`config.mk`:
```
export PLATFORM = sky130hd
export DESIGN_NAME = fetch_queue
export DESIGN_NICKNAME = d
export VERILOG_FILES = /design/src/rtl/riscv_pkg.sv /design/src/rtl/fetch_queue_mem.sv /design/src/rtl/fetch_queue.sv
export SDC_FILE = /design/constraint.sdc
export NUM_CORES = 1
export LEC_CHECK = 0
export CAP_MARGIN = 15
export CORE_MARGIN = 1.5
export CORE_UTILIZATION = 46
export CTS_CLUSTER_SIZE = 24
export DETAILED_ROUTE_END_ITERATION = 12
export GPL_ROUTABILITY_DRIVEN = 1
export PLACE_DENSITY = 0.71
export SYNTH_ARGS = -nofsm -noshare
export SYNTH_HDL_FRONTEND = slang
export SYNTH_HIERARCHICAL = 1
export SYNTH_SLANG_ARGS = --single-unit
```
`constraint.sdc`:
```
create_clock -name clk -period 9.4 [get_ports clk]
set_input_delay 1.88 -clock clk [delete_from_list [all_inputs] [get_ports clk]]
set_output_delay 1.88 -clock clk [all_outputs]
set_load 0.1 [all_outputs]
```
`src/rtl/riscv_pkg.sv`:
```
// Shared RISC-V core definitions: datapath widths, the canonical NOP and the
// {PC, Instr} pair that travels from fetch to decode.
package riscv_pkg;

  localparam int XLEN = 64;
  localparam int ILEN = 32;

  // addi x0, x0, 0
  localparam logic [ILEN-1:0] NOP_INSTR = 32'h00000013;

  typedef struct packed {
    logic [XLEN-1:0] pc;
    logic [ILEN-1:0] instr;
  } fetch_pair_t;

endpackage

```
`src/rtl/fetch_queue_mem.sv`:
```
// Storage for the fetch queue: DEPTH flop entries, one synchronous write port
// and one asynchronous read port. Contents are intentionally never reset.
module fetch_queue_mem
  import riscv_pkg::*;
#(
  parameter int DEPTH = 4,
  localparam int AW = $clog2(DEPTH)
) (
  input  logic          clk,
  input  logic          we,
  input  logic [AW-1:0] waddr,
  input  fetch_pair_t   wdata,
  input  logic [AW-1:0] raddr,
  output fetch_pair_t   rdata
);

  fetch_pair_t mem [DEPTH];

  always_ff @(posedge clk) begin
    if (we) begin
      mem[waddr] <= wdata;
    end
  end

  assign rdata = mem[raddr];

endmodule

```
`src/rtl/fetch_queue.sv`:
```
// Decoupling queue between fetch and decode. Accepts one {PC, Instr} pair per
// cycle, presents the oldest to decode, and drops everything on a redirect.
module fetch_queue
  import riscv_pkg::*;
#(
  parameter int DEPTH = 4,
  localparam int AW = $clog2(DEPTH)
) (
  input  logic            clk,
  input  logic            rst,
  input  logic            F_Valid,
  input  logic [XLEN-1:0] PC_F,
  input  logic [ILEN-1:0] Instr_F,
  output logic            F_Ready,
  input  logic            Flush,
  output logic            D_Valid,
  output logic [XLEN-1:0] PC_D,
  output logic [ILEN-1:0] Instr_D,
  input  logic            D_Ready,
  output logic [AW:0]     Count
);

  localparam logic [AW:0] FULL_COUNT = (AW+1)'(DEPTH);

  logic [AW-1:0] wr_ptr;
  logic [AW-1:0] rd_ptr;
  logic [AW:0]   count_q;
  logic          push;
  logic          pop;
  fetch_pair_t   wr_pair;
  fetch_pair_t   head_pair;

  // Ready depends only on registered occupancy, so a full queue never takes a
  // push even when decode is draining in the same cycle.
  assign F_Ready = (count_q < FULL_COUNT);
  assign D_Valid = (count_q != '0);
  assign Count   = count_q;

  assign push = F_Valid && F_Ready && !Flush;
  assign pop  = D_Valid && D_Ready && !Flush;

  assign wr_pair.pc    = PC_F;
  assign wr_pair.instr = Instr_F;

  fetch_queue_mem #(
    .DEPTH (DEPTH)
  ) u_mem (
    .clk   (clk),
    .we    (push),
    .waddr (wr_ptr),
    .wdata (wr_pair),
    .raddr (rd_ptr),
    .rdata (head_pair)
  );

  // A flush behaves like reset for the control state; storage is left as is.
  always_ff @(posedge clk) begin
    if (!rst || Flush) begin
      wr_ptr  <= '0;
      rd_ptr  <= '0;
      count_q <= '0;
    end else begin
      if (push) begin
        wr_ptr <= wr_ptr + 1'b1;
      end
      if (pop) begin
        rd_ptr <= rd_ptr + 1'b1;
      end
      count_q <= count_q + {{AW{1'b0}}, push} - {{AW{1'b0}}, pop};
    end
  end

  // Decode sees a harmless NOP at PC 0 whenever nothing is queued.
  assign PC_D    = D_Valid ? head_pair.pc    : '0;
  assign Instr_D = D_Valid ? head_pair.instr : NOP_INSTR;

endmodule
```
Word level (Yosys, flattened, before mapping)
Memory sizes are Yosys's and may differ from the RTL's. A register that Yosys moved wholly into a read port is not among the register bits.
Cells that the tools add are included.
Widths: inputs -> output; s select.
Storage, ports and cells
  word-level logic and storage cells: 23
  memories: 1
  output and inout bits: 101
  bits in writable memories: 384
  flip-flop bits (word level): 7
  input bits: 101
Operators by class
  reductions and logical operators: 8
  order comparisons: 1
  add/subtract/negate cells: 4
  muxes and demuxes: 6
Memory list
  u_mem.mem: words 4, bits a word 96, read ports 1, clocked after memory_dff 1, wr ports 1, RTL line fetch_queue_mem.sv:17  | fetch_pair_t mem [DEPTH];
Operators with widths (number)
  $mux 64: 1
  $mux 32: 1
  $add 2x1->2 const B: 2
  $logic_and 1x1->1: 4
  $mux 2: 2
  $add 3x1->3: 1
  $lt 3x3->1 const B: 1
  $reduce_bool 3->1: 1
  $sub 3x1->3: 1
  $logic_not 1->1: 2
  $mux 1: 2
  $logic_or 1x1->1: 1

Logic depth before layout (Yosys ltp)
  depth in word-level cells: 5
  mapped depth: 9
  gate-level depth less buffers: 9

By module
Netlist, hierarchy kept.
By module, submodules not included
  fetch_queue_mem: cells an instance 506, sequential area each 11531.1 µm², area each 13874.6 µm², times used 1
  fetch_queue: cells an instance 145, sequential area each 140.1 µm², area each 1091.0 µm², times used 1

Worst setup path before layout
Ideal clock, no wire load.
  kind: input to register
  start: input Flush
  end: memory u_mem/mem[0][0] (netlist bit) (enable)
  cell stages on the path: 4
  setup time: 0.688 ns
  required time: 8.712 ns
  path buffers: 0
  slack: -0.424 ns
  arrival time: 9.136 ns
  cell sequence: nor2_1 -> nand2_1 -> inv_1 -> nor3b_1
Between the ends
  longest elaborated chain between the ends: 4
Ends and longest elaborated chain
  from (decl): RTL line fetch_queue.sv:15  | input logic Flush,
  $logic_not 1->1: RTL line fetch_queue.sv:39  | assign push = F_Valid && F_Ready && !Flush;
  $logic_and 1x1->1: RTL line fetch_queue.sv:39
  net push: RTL line fetch_queue.sv:28  | logic push;
  $mux 1: RTL line fetch_queue_mem.sv:20  | if (we) begin
  $mux 1 (not written as such): RTL line fetch_queue_mem.sv:21  | mem[waddr] <= wdata;
  to (decl): RTL line fetch_queue_mem.sv:17
The timed path passes the listed nets, and every way through them passes these cells.

==> results.sh <==
export IMPL_status="finished, final reports clean"
export IMPL_place_hpwl_um=16500
export IMPL_setup_viol_count_final=0
export IMPL_syn2layout_area_growth_pct=25.4
export IMPL_utilization_pct=59.0
export IMPL_cts_hold_buffers_added=0
export IMPL_dr_total_vias=7006
export IMPL_ioPinCount=202
export IMPL_total_power_mw=3.91
export IMPL_drv_slew=0
export IMPL_setup_slack_ps=3550
export IMPL_syn_area_um2=15000
export IMPL_whs_ps=630
export IMPL_die_width_um=183
export IMPL_syn_inst=651
export IMPL_clk_latency_ps=520
export IMPL_finalHoldViolations=0
export IMPL_final_nets=975
export IMPL_power_density_nw_per_um2=208
export IMPL_regArea_um2=11700
export IMPL_rows=65
export IMPL_grt_pass1_vias=7497
export IMPL_place_inst=1263
export IMPL_cts_sinks=391
export IMPL_htreeDepth=2
export IMPL_dp_slack_ps=3960
export IMPL_io_buffers=201
export IMPL_timing_worst_slew_pin_value_ps=1030
export IMPL_start_util_pct=47.1
export IMPL_cts_resized_gates=0
export IMPL_clkTransAtPathRegs_ps=60
export IMPL_min_path_type="flip-flop to flip-flop"
export IMPL_maxCapViolations=0
export IMPL_post_cts_buffers=0
export IMPL_critPathRequiredTime_ps=7520
export IMPL_die_y_um=183
export IMPL_final_instance_count_excl_fill=1338
export IMPL_synth_largest_area_cell="edfxtp_1"
export IMPL_fillCellCount=2278
export IMPL_place_gp_congestion=0.666
export IMPL_drt_iter0_markers=677
export IMPL_synth_main_ff_cell="edfxtp_1"
export IMPL_grt_pass1_wl_um=43600
export IMPL_synth_area_leaders="edfxtp_1 77%, mux4_2 14%, and2_1 2.6%"
export IMPL_final_min_clock_period_ps=5850
export IMPL_final_antenna_net_count=0
export IMPL_cts_root_buf="clkbuf_16"
export IMPL_drt_wl_total_um=28600
export IMPL_drive_gt1_share_pct=22.2
export IMPL_drt_pass1_iter_count=5
export IMPL_cts_buffer_depth=3
export IMPL_maxSlewHeadroom_pct=31.3
export IMPL_synth_top_cell_area_share_pct=77.1
export IMPL_async_flop_share_pct=0
export IMPL_synth_edf_count=384
export IMPL_cts_tree="yes"
export IMPL_startpoint_type="flip-flop"
export IMPL_ys_seq_area_share_pct=78.0
export IMPL_die_area_um2=33600
export IMPL_yosysWarnings=6
export IMPL_whs_path_depth=2
export IMPL_p_leak_nw=5.91
export IMPL_ys_ff_latch=391
export IMPL_core_area_um2=31800
export IMPL_avgSynthCellArea_um2=23.0
export IMPL_worstSetupEndpointType="output pin"
export IMPL_critPathKind="flip-flop to output pin"
export IMPL_multiInputGateArea_um2=3070
export IMPL_grt_overflow_total=0
export IMPL_synth_nets=755
export IMPL_cts_buffers_inserted=41
export IMPL_grt_max_degree=77
export IMPL_wl_per_cell_um=21.4
export IMPL_peakVddDrop_uv=134
export IMPL_via_per_inst=5.24
export IMPL_worstPathMaxFanout=42
export IMPL_grt_usage_pct=17.3
export IMPL_cp_arrival_ps=3970
export IMPL_synth_cell_types=24
export IMPL_reg2reg_depth=5
export IMPL_drc=0
export IMPL_fin_setup_tns_ps=0
export IMPL_skew_ps=13.7
export IMPL_rsz0062_at_grt="false"
export IMPL_min_period_over_period_pct=62.3
export IMPL_antenna_found_initial=2
export IMPL_stdcell_area_um2=18800
export IMPL_fmax_mhz=171
export IMPL_place_area_um2=17400
[registers in the layout (all words and copies together) (netlist names)]
signal	cells
u_mem/mem	384
rd_ptr	2
Count	3
wr_ptr	2
[cell usage after synthesis (4+ instances only)]
library cell	n
and2_1	63
and2_4	30
buf_2	12
buf_6	9
clkbuf_1	11
dfxtp_1	7
edfxtp_1	384
inv_1	7
mux4_2	96
nand2b_1	4
nor2_1	9
xnor2_1	4
[critical path: stages (launching register included)]
cell and delay, ps:
dfxtp_4 860, buf_4 780, mux4_2 600, and2_1 180, clkdlybuf4s50_1 980
[per-layer routing]
layer,track usage [%],vias up,part of all wire [%]
li1,-,3094,-
met1,24.1,3662,44
met2,27.3,213,48
met3,5.28,35,7.0
met4,3.57,2,1.2
met5,0,-,0.045
[kinds of logic (layout without fill, tap and decap cells)]
family	count (synthesis)	in the layout	share of synthesized area [%]
flops	391	391	78.0
simple gates	113	113	5.14
mux	96	96	14.4
buf+inv	40	290	1.66
xor+xnor	6	6	0.351
fa+ha+maj	3	3	0.301
compound gates	2	2	0.109
other cells	0	2	0
[cell usage in the layout, fill, tap and decap left out, drive strengths merged]
| cell | netlist | final |
|---|---|---|
| and2 | 93 | 93 |
| and3 | 1 | 1 |
| and3b | 2 | 2 |
| and4bb | 1 | 1 |
| buf | 22 | 9 |
| bufinv | 0 | 6 |
| clkbuf | 11 | 53 |
| clkdlybuf4s50 | 0 | 201 |
| clkinv | 0 | 13 |
| dfxtp | 7 | 7 |
| diode | 0 | 2 |
| edfxtp | 384 | 384 |
| fa | 1 | 1 |
| ha | 2 | 2 |
| inv | 7 | 8 |
| mux4 | 96 | 96 |
| nand2 | 1 | 1 |
| nand2b | 4 | 4 |
| nor2 | 9 | 9 |
| nor3b | 1 | 1 |
| o311ai | 1 | 1 |
| o31ai | 1 | 1 |
| or3 | 1 | 1 |
| xnor2 | 4 | 4 |
| xor2 | 2 | 2 |
[path summary, 6_finish.rpt]
check	start	endpoint	slack [ps]
setup reg to reg	Count[2]	u_mem/mem[1][95]	6640
setup / recovery	rd_ptr[0]	Instr_D[23]	3550
hold / removal	wr_ptr[0]	wr_ptr[0]	630
hold reg to reg	wr_ptr[0]	wr_ptr[0]	630
[report_power, final]
part           total [mW]  switching [mW]  internal [mW]
combinational       0.341           0.227          0.114
clock                1.62           0.618          0.998
sequential           1.95         0.00858           1.94
[layout make-up]
class | instances | area share [%]
clock buffer | 53 | 5.93
antenna | 2 | 0.0267
timing repair buffer | 210 | 11.1
sequential | 391 | 62.2
clock inverter | 20 | 1.31
multi-input combinational | 220 | 16.4
inverter | 7 | 0.140
tap | 435 | 2.90
Note: power is estimated with default switching activity, not from simulation.
